<file path="src/rtl/regfile_read_arbiter_if.sv">
// Bundles the request, register-file mux and read-return signals between
// the datapath requesters (master) and regfile_read_arbiter (slave).
interface regfile_read_arbiter_if #(
  parameter int DATA_W = 16,
  parameter int ADDR_W = 4
);
  logic [3:0]        req;
  logic [ADDR_W-1:0] addr0;
  logic [ADDR_W-1:0] addr1;
  logic [ADDR_W-1:0] addr2;
  logic [ADDR_W-1:0] addr3;
  logic [DATA_W-1:0] mux_a;
  logic [ADDR_W-1:0] sel;
  logic [3:0]        gnt;
  logic [3:0]        ack;
  logic [DATA_W-1:0] dout;
  logic              busy;

  modport master (
    output req, addr0, addr1, addr2, addr3, mux_a,
    input  sel, gnt, ack, dout, busy
  );

  modport slave (
    input  req, addr0, addr1, addr2, addr3, mux_a,
    output sel, gnt, ack, dout, busy
  );
endinterface

</file>
<file path="src/rtl/regfile_read_arbiter.sv">
// Shares one register-file read mux among four requesters; define RF_ARB_RR_EN
// for round-robin arbitration, otherwise fixed priority (requester 0 highest).
//
// Handshake: req[i] rises and stays high with addr_i stable until ack[i]
// pulses for one cycle; dout is valid only in that ack cycle. gnt shows
// which requester currently owns sel; sel keeps its last value while gnt=0.
module regfile_read_arbiter #(
  parameter int DATA_W = 16,
  parameter int ADDR_W = 4
) (
  input  logic                   clk,
  input  logic                   rst_n,
  regfile_read_arbiter_if.slave  bus,
  output logic                   fsm_state
);
  localparam logic [0:0] IDLE = 1'b0;
  localparam logic [0:0] READ = 1'b1;

  logic [0:0]        state;
  logic [3:0]        cand;
  logic              found;
  logic [1:0]        win;
  logic [ADDR_W-1:0] win_addr;

  // The owner whose data is captured this cycle is masked out of the next pick.
  always_comb begin
    cand = bus.req;
    if (state == READ) cand = bus.req & ~bus.gnt;
  end

`ifdef RF_ARB_RR_EN
  logic [1:0] ptr;
  logic [1:0] idx;

  always_comb begin
    found = 1'b0;
    win   = 2'd0;
    idx   = 2'd0;
    for (int i = 0; i < 4; i++) begin
      idx = ptr + 2'(i);
      if (!found && cand[idx]) begin
        found = 1'b1;
        win   = idx;
      end
    end
  end

  always_ff @(posedge clk or negedge rst_n) begin
    if (!rst_n) ptr <= 2'd0;
    else if (found) ptr <= win + 2'd1;
  end
`else
  always_comb begin
    found = 1'b0;
    win   = 2'd0;
    for (int i = 0; i < 4; i++) begin
      if (!found && cand[i]) begin
        found = 1'b1;
        win   = 2'(i);
      end
    end
  end
`endif

  always_comb begin
    case (win)
      2'd0:    win_addr = bus.addr0;
      2'd1:    win_addr = bus.addr1;
      2'd2:    win_addr = bus.addr2;
      default: win_addr = bus.addr3;
    endcase
  end

  always_ff @(posedge clk or negedge rst_n) begin
    if (!rst_n) begin
      state    <= IDLE;
      bus.sel  <= '0;
      bus.gnt  <= 4'd0;
      bus.ack  <= 4'd0;
      bus.dout <= '0;
    end else begin
      bus.ack <= 4'd0;
      case (state)
        IDLE: begin
          if (found) begin
            bus.sel <= win_addr;
            bus.gnt <= 4'b0001 << win;
            state   <= READ;
          end else begin
            bus.gnt <= 4'd0;
          end
        end
        default: begin
          bus.dout <= bus.mux_a;
          bus.ack  <= bus.gnt;
          if (found) begin
            bus.sel <= win_addr;
            bus.gnt <= 4'b0001 << win;
          end else begin
            bus.gnt <= 4'd0;
            state   <= IDLE;
          end
        end
      endcase
    end
  end

  assign bus.busy  = (state == READ);
  assign fsm_state = state;
endmodule

</file>
<file path="src/flat_wrapper.sv">
// flat-port wrapper written by rule: the top's interface ports become plain ports
module regfile_read_arbiter_flat 
#(
  parameter int DATA_W = 16,
  parameter int ADDR_W = 4
)
  (clk, rst_n, fsm_state, bus_req, bus_addr0, bus_addr1, bus_addr2, bus_addr3, bus_mux_a, bus_sel, bus_gnt, bus_ack, bus_dout, bus_busy);
  regfile_read_arbiter_if #(.DATA_W(DATA_W), .ADDR_W(ADDR_W)) bus_i ();
  input  logic clk;
  input  logic rst_n;
  output logic fsm_state;
  input wire logic [$bits(bus_i.req)-1:0] bus_req;
  input wire logic [$bits(bus_i.addr0)-1:0] bus_addr0;
  input wire logic [$bits(bus_i.addr1)-1:0] bus_addr1;
  input wire logic [$bits(bus_i.addr2)-1:0] bus_addr2;
  input wire logic [$bits(bus_i.addr3)-1:0] bus_addr3;
  input wire logic [$bits(bus_i.mux_a)-1:0] bus_mux_a;
  output wire logic [$bits(bus_i.sel)-1:0] bus_sel;
  output wire logic [$bits(bus_i.gnt)-1:0] bus_gnt;
  output wire logic [$bits(bus_i.ack)-1:0] bus_ack;
  output wire logic [$bits(bus_i.dout)-1:0] bus_dout;
  output wire logic [$bits(bus_i.busy)-1:0] bus_busy;
  assign bus_i.req = bus_req;
  assign bus_i.addr0 = bus_addr0;
  assign bus_i.addr1 = bus_addr1;
  assign bus_i.addr2 = bus_addr2;
  assign bus_i.addr3 = bus_addr3;
  assign bus_i.mux_a = bus_mux_a;
  assign bus_sel = bus_i.sel;
  assign bus_gnt = bus_i.gnt;
  assign bus_ack = bus_i.ack;
  assign bus_dout = bus_i.dout;
  assign bus_busy = bus_i.busy;
  regfile_read_arbiter #(.DATA_W(DATA_W), .ADDR_W(ADDR_W)) u_core (.clk(clk), .rst_n(rst_n), .bus(bus_i), .fsm_state(fsm_state));
endmodule
</file>
<file path="config.mk">
export PLATFORM = sky130hd
export DESIGN_NAME = regfile_read_arbiter_flat
export DESIGN_NICKNAME = d
export VERILOG_FILES = /design/src/rtl/regfile_read_arbiter_if.sv /design/src/rtl/regfile_read_arbiter.sv /design/src/flat_wrapper.sv
export SDC_FILE = /design/constraint.sdc
export NUM_CORES = 1
export LEC_CHECK = 0
export ABC_AREA = 1
export CAP_MARGIN = 20
export CORE_ASPECT_RATIO = 1.2
export CORE_MARGIN = 8
export CORE_UTILIZATION = 42
export DETAILED_ROUTE_END_ITERATION = 7
export GPL_TIMING_DRIVEN = 0
export PLACE_DENSITY_LB_ADDON = 0.25
export SLEW_MARGIN = 0
export SYNTH_ARGS = -nofsm -noshare
export SYNTH_HDL_FRONTEND = slang
export SYNTH_SLANG_ARGS = --single-unit
</file>
<file path="constraint.sdc">
create_clock -name clk -period 2.46 [get_ports clk]
set_input_delay 0.492 -clock clk [delete_from_list [all_inputs] [get_ports clk]]
set_output_delay 0.492 -clock clk [all_outputs]
set_load 0.02 [all_outputs]
</file>
Yosys cells after proc, flatten, opt, wreduce, memory -nomap -nowiden
Cells that the tools add are included.
{"block": "totals", "ramBits": 0, "memories": 0, "out_inout_bits": 30, "latchBits": 0, "word_cells": 29, "reg_bits": 29, "rom_bits": 0}
{"block": "classes", "multipliers": 0, "bitwise_logic": 2, "reduce_logical": 7, "shifts": 1, "n_eq_ne": 2, "div": 0, "n_lt_le_gt_ge": 0, "mux": 12, "addsub": 0}
{"operator": "$mux W4", "n": 3}
{"operator": "$pmux W4 S3", "n": 1}
{"operator": "$mux W1", "n": 6}
{"operator": "$and A4 B4 Y4", "n": 1}
{"operator": "$mux W2", "n": 2}
{"operator": "$not A4 Y4", "n": 1}
{"operator": "$shl A1 B2 Y4 const A", "n": 1}
{"operator": "$logic_and A1 B1 Y1", "n": 3}
{"operator": "$logic_not A1 Y1", "n": 3}
{"operator": "$eq A2 B1 Y1 const B", "n": 1}
{"operator": "$eq A2 B2 Y1 const B", "n": 1}
{"operator": "$logic_not A2 Y1", "n": 1}

Depth between registers and ports, before layout
{"block": "logic_depth", "depth_word": 15, "mapped_depth": 10, "mapped_depth_nobuf": 10}

Worst setup path before layout
OpenSTA, ideal clock, no wires.
{"block": "synth_path", "path_kind": "reg-to-reg", "from": "register u_core.state (netlist: u_core.bus.busy)", "to": "register u_core.bus.sel[0]", "path_buffers": 1, "path_slack_ns": 1.104, "setup_time_ns": 0.116, "stages_incl_launch_ff": 9, "required_ns": 2.344, "arrival_ns": 1.240, "cell_sequence": "dfrtp_1 -> buf_6 -> nand2_4 -> nand2_8 -> nand3_4 -> nor2_4 -> nor2_1 -> nand2_1 -> nand2_1"}
{"block": "synth_via", "elab_chain_len": 13, "elab_cells_between_ends": 18, "classes_between": "eq/ne: 2; mux: 9; reduce/logical: 7"}
{"element": "start: declaration", "line_no": "regfile_read_arbiter.sv:19", "rtl": "logic [0:0] state;"}
{"element": "start signal: assignment", "line_no": "regfile_read_arbiter.sv:76", "rtl": "state <= IDLE;"}
{"element": "start signal: assignment", "line_no": "regfile_read_arbiter.sv:88", "rtl": "state <= READ;"}
{"element": "start signal: assignment", "line_no": "regfile_read_arbiter.sv:101", "rtl": "state <= IDLE;"}
{"element": "$mux W4 (*)", "line_no": "regfile_read_arbiter.sv:28", "rtl": "if (state == READ) cand = bus.req & ~bus.gnt;"}
{"element": "$mux W1", "line_no": "regfile_read_arbiter.sv:57", "rtl": "if (!found && cand[i]) begin"}
{"element": "$logic_not A1 Y1", "line_no": "regfile_read_arbiter.sv:57"}
{"element": "$logic_and A1 B1 Y1", "line_no": "regfile_read_arbiter.sv:57"}
{"element": "$mux W1", "line_no": "regfile_read_arbiter.sv:57"}
{"element": "$logic_not A1 Y1", "line_no": "regfile_read_arbiter.sv:57"}
{"element": "$logic_and A1 B1 Y1", "line_no": "regfile_read_arbiter.sv:57"}
{"element": "$mux W1", "line_no": "regfile_read_arbiter.sv:57"}
{"element": "$logic_not A1 Y1", "line_no": "regfile_read_arbiter.sv:57"}
{"element": "$logic_and A1 B1 Y1", "line_no": "regfile_read_arbiter.sv:57"}
{"element": "$mux W2", "line_no": "regfile_read_arbiter.sv:57"}
{"element": "$eq A2 B2 Y1 (tied with other cells)", "line_no": "regfile_read_arbiter.sv:66", "rtl": "case (win)"}
{"element": "$pmux W4 S3", "line_no": "regfile_read_arbiter.sv:66"}
{"element": "end signal: assignment", "line_no": "regfile_read_arbiter.sv:86", "rtl": "bus.sel <= win_addr;"}
{"element": "end signal: assignment", "line_no": "regfile_read_arbiter.sv:97", "rtl": "bus.sel <= win_addr;"}
{"element": "end: declaration", "line_no": "regfile_read_arbiter_if.sv:26", "rtl": "output sel, gnt, ack, dout, busy"}
Mark *: on every way between the ends. The rest lies on a longest branch, timed or not.
A chain may end at the register's enable or synchronous reset.

Worst setup path after layout
{"block": "layout_path", "from": "register u_core.state (netlist: u_core.bus.busy)", "to": "output fsm_state"}
{"element": "end: declaration", "line_no": "flat_wrapper.sv:11", "rtl": "output logic fsm_state;"}
No word-level cell between the ends.

==> flow_summary.toml <==
[power_and_ir_drop]
p_leak_nw = 0.986
power_w = 0.00125
peakVddDrop_uv = 463
power_density_nw_per_um2 = 592

[timing]
setup-violations-final = 0
finalCritPeriodShare_pct = 79.2
fin_setup_tns_ps = 0
tightest_slew_ps = 547
finalHoldViolCount = 0
timing.final.crit_period_ps = 1950
fin_skew_ps = 4.63
maxSlewHeadroom_pct = 63.4
drv_slew = 0
rsz0062_at_grt = "false"
max_clock_freq_ghz = 0.513

[cts]
cts_buffers = 5
cts_hold_buf = 0
clk_latency_ps = 320
cts.path.max_buffers = 2
path_clk_slew_ps = 80
htreeDepth = 2
cts_resized = 0
cts_tree = "built"
cts-root-buf = "clkbuf_4"
cts.sinks = 29
postCtsSetupBuffers = 0

[final_layout]
multi_input_area_um2 = 498
syn2layout_area_growth_pct = 62.7
final_common_cell = "clkdlybuf4s50_1"
finish.instance_area_um2 = 2110
regArea_um2 = 726
layout_common_cells = "clkdlybuf4s50_1, dfrtp_1, nand2_1, mux2_2, nor2_1"
drive_above_1_share_pct = 21.4
antenna_cells = 0
n_fill_cell = 236
nets = 233

[global_route]
grt.overflow.total = 0
grt_pass1_wl_mm = 5.30
grt_usage_pct = 13.4
antenna_found_initial = 0
grt_max_degree = 21
grt_pass1_vias = 1189

[critical_path]
critPathBufInv = 2
crit_chain = "buf_4 > clkdlybuf4s50_1"
worst_setup_path_end_kind = "primary output"
cp_max_fo = 4
cpMaxStageDelayCell = "clkdlybuf4s50_1"
cp-startpoint = "u_core.bus.busy"
critPathLaunchType = "flip-flop"
critPathTopFamily = "buffers and inverters"
reg2reg_from = "u_core.bus.busy"
required_ps = 1970
worstSetupPathType = "reg -> out"
crit_arrival_ps = 1460
slowest_delay_ps = 590

[drt]
initialDrtViolationCount = 32
first_pass_iters = 4
routed-via-count = 1087
drtAntennaViolNets = 0
wl_mm = 3.26
routedWlPerCell_um = 14.1
drc = 0
routed_via_density = 4.69

[synth]
yosys.area_share.simple_pct = 23.8
synth_compound_area_share_pct = 0.676
synth_edf_count = 0
postSynthCellCount = 120
synth_ff_type = "dfrtp_1"
synthMuxAreaShare_pct = 13.9
synthAdderAreaFrac_pct = 0
synthArstFlopShare_pct = 100
ys_types = 16
synthXorXnorAreaFrac_pct = 0
ys_seq_area_share_pct = 56.0
synth_top_family_by_area = "simple AND/OR/NAND/NOR gates"
synthesis.area_um2 = 1300
ys_ff_latch = 29
ys.warnings.count = 0
syn_nets = 158
syn_avg_cell_area_um2 = 10.8

[floorplanning]
row_count = 22
die_area_um2 = 5130
dieWidth_um = 66.7
coreArea_um2 = 3000
die_h_um = 76.9
io_pins = 68
initial_core_util_pct = 43.2

[placement]
place_congestion = 0.772
portBuffers = 67
dpl_cell_area_um2 = 2040
hpwl_mm = 2.76

[hold_path]
hp-class = "reg -> reg"
hp-start = "u_core.bus.sel[1]"

[flow_run]
max_cap_violations = 0

[outcome]
outcome = "complete, no violations"
registers in the layout (all words and copies together), names as in the netlist:
register and count:
u_core.bus.ack 4, u_core.bus.sel 4, u_core.bus.dout 16, u_core.bus.gnt 4, u_core.bus.busy 1
worst reg2reg max path, delay by kind of cell (launching register included):
kind,cells,cell delay [ps]
flip-flops,1,420
buffers and inverters,3,320
AND/OR/NAND/NOR,7,590
cell families (layout without fill, tap and decap cells):
kind of cell | Yosys count | after routing
mux | 16 | 16
simple gates | 58 | 58
flops | 29 | 29
buf+inv | 16 | 92
compound gates | 1 | 1
metrics by stage:
stage	instances	worst slack [ps]	hold WS, ps	util (%)
after floorplan	120	1100	196	-
after global placement	223	512	468	67.1
after detailed placement	224	657	466	68.0
after CTS	232	487	487	70.3
after global routing	232	441	523	70.3
final	232	511	487	70.3
power by group:
group / total, W / internal, W / switching, W
clock: 0.000321 / 0.000165 / 0.000156
combinational: 0.000377 / 0.000197 / 0.000180
sequential: 0.000552 / 0.000525 / 0.0000267
total: 0.00125 / 0.000887 / 0.000363
final cells by class:
class | count | share of cell area [%]
Tap cell | 36 | 2.14
Inverter | 13 | 2.31
Multi-Input combinational cell | 75 | 23.6
Sequential cell | 29 | 34.4
Buffer | 3 | 1.13
Clock buffer | 7 | 3.08
Clock inverter | 1 | 0.237
Timing Repair Buffer | 68 | 33.1
worst paths after layout:
| path | end | slack, ps | cells past startpoint |
|---|---|---|---|
| worst max-delay path | fsm_state | 510 | 2 |
| worst min-delay path | u_core.bus.sel[1] | 490 | 2 |
| worst max register to register | u_core.bus.sel[0] | 1050 | 10 |
| worst min register to register | u_core.bus.sel[1] | 490 | 2 |
| max in group asynchronous | u_core.bus.dout[2] | 1460 | 2 |
| min in group asynchronous | u_core.bus.gnt[0] | 520 | 1 |
Yosys cell counts (2+ instances only):
cell type / count / share of area, %
nand3_1: 5 / 1.9
nor2_4: 2 / 1.7
inv_1: 8 / 2.3
dfrtp_1: 29 / 56
nand2_4: 4 / 3.5
nor2_1: 13 / 3.8
inv_2: 5 / 1.4
nand4_1: 4 / 1.9
mux2_2: 16 / 14
nand2_1: 28 / 8.1
metal layers:
metal  GRT usage (%)  share of wire (%)  wire length (um)
met1            11.4                 34              1110
met3            5.38                 11               349
met4            8.99                2.7                88
met2            23.9                 52              1710
met5               0                  0                 0
Power figures use the tool's default switching activity.
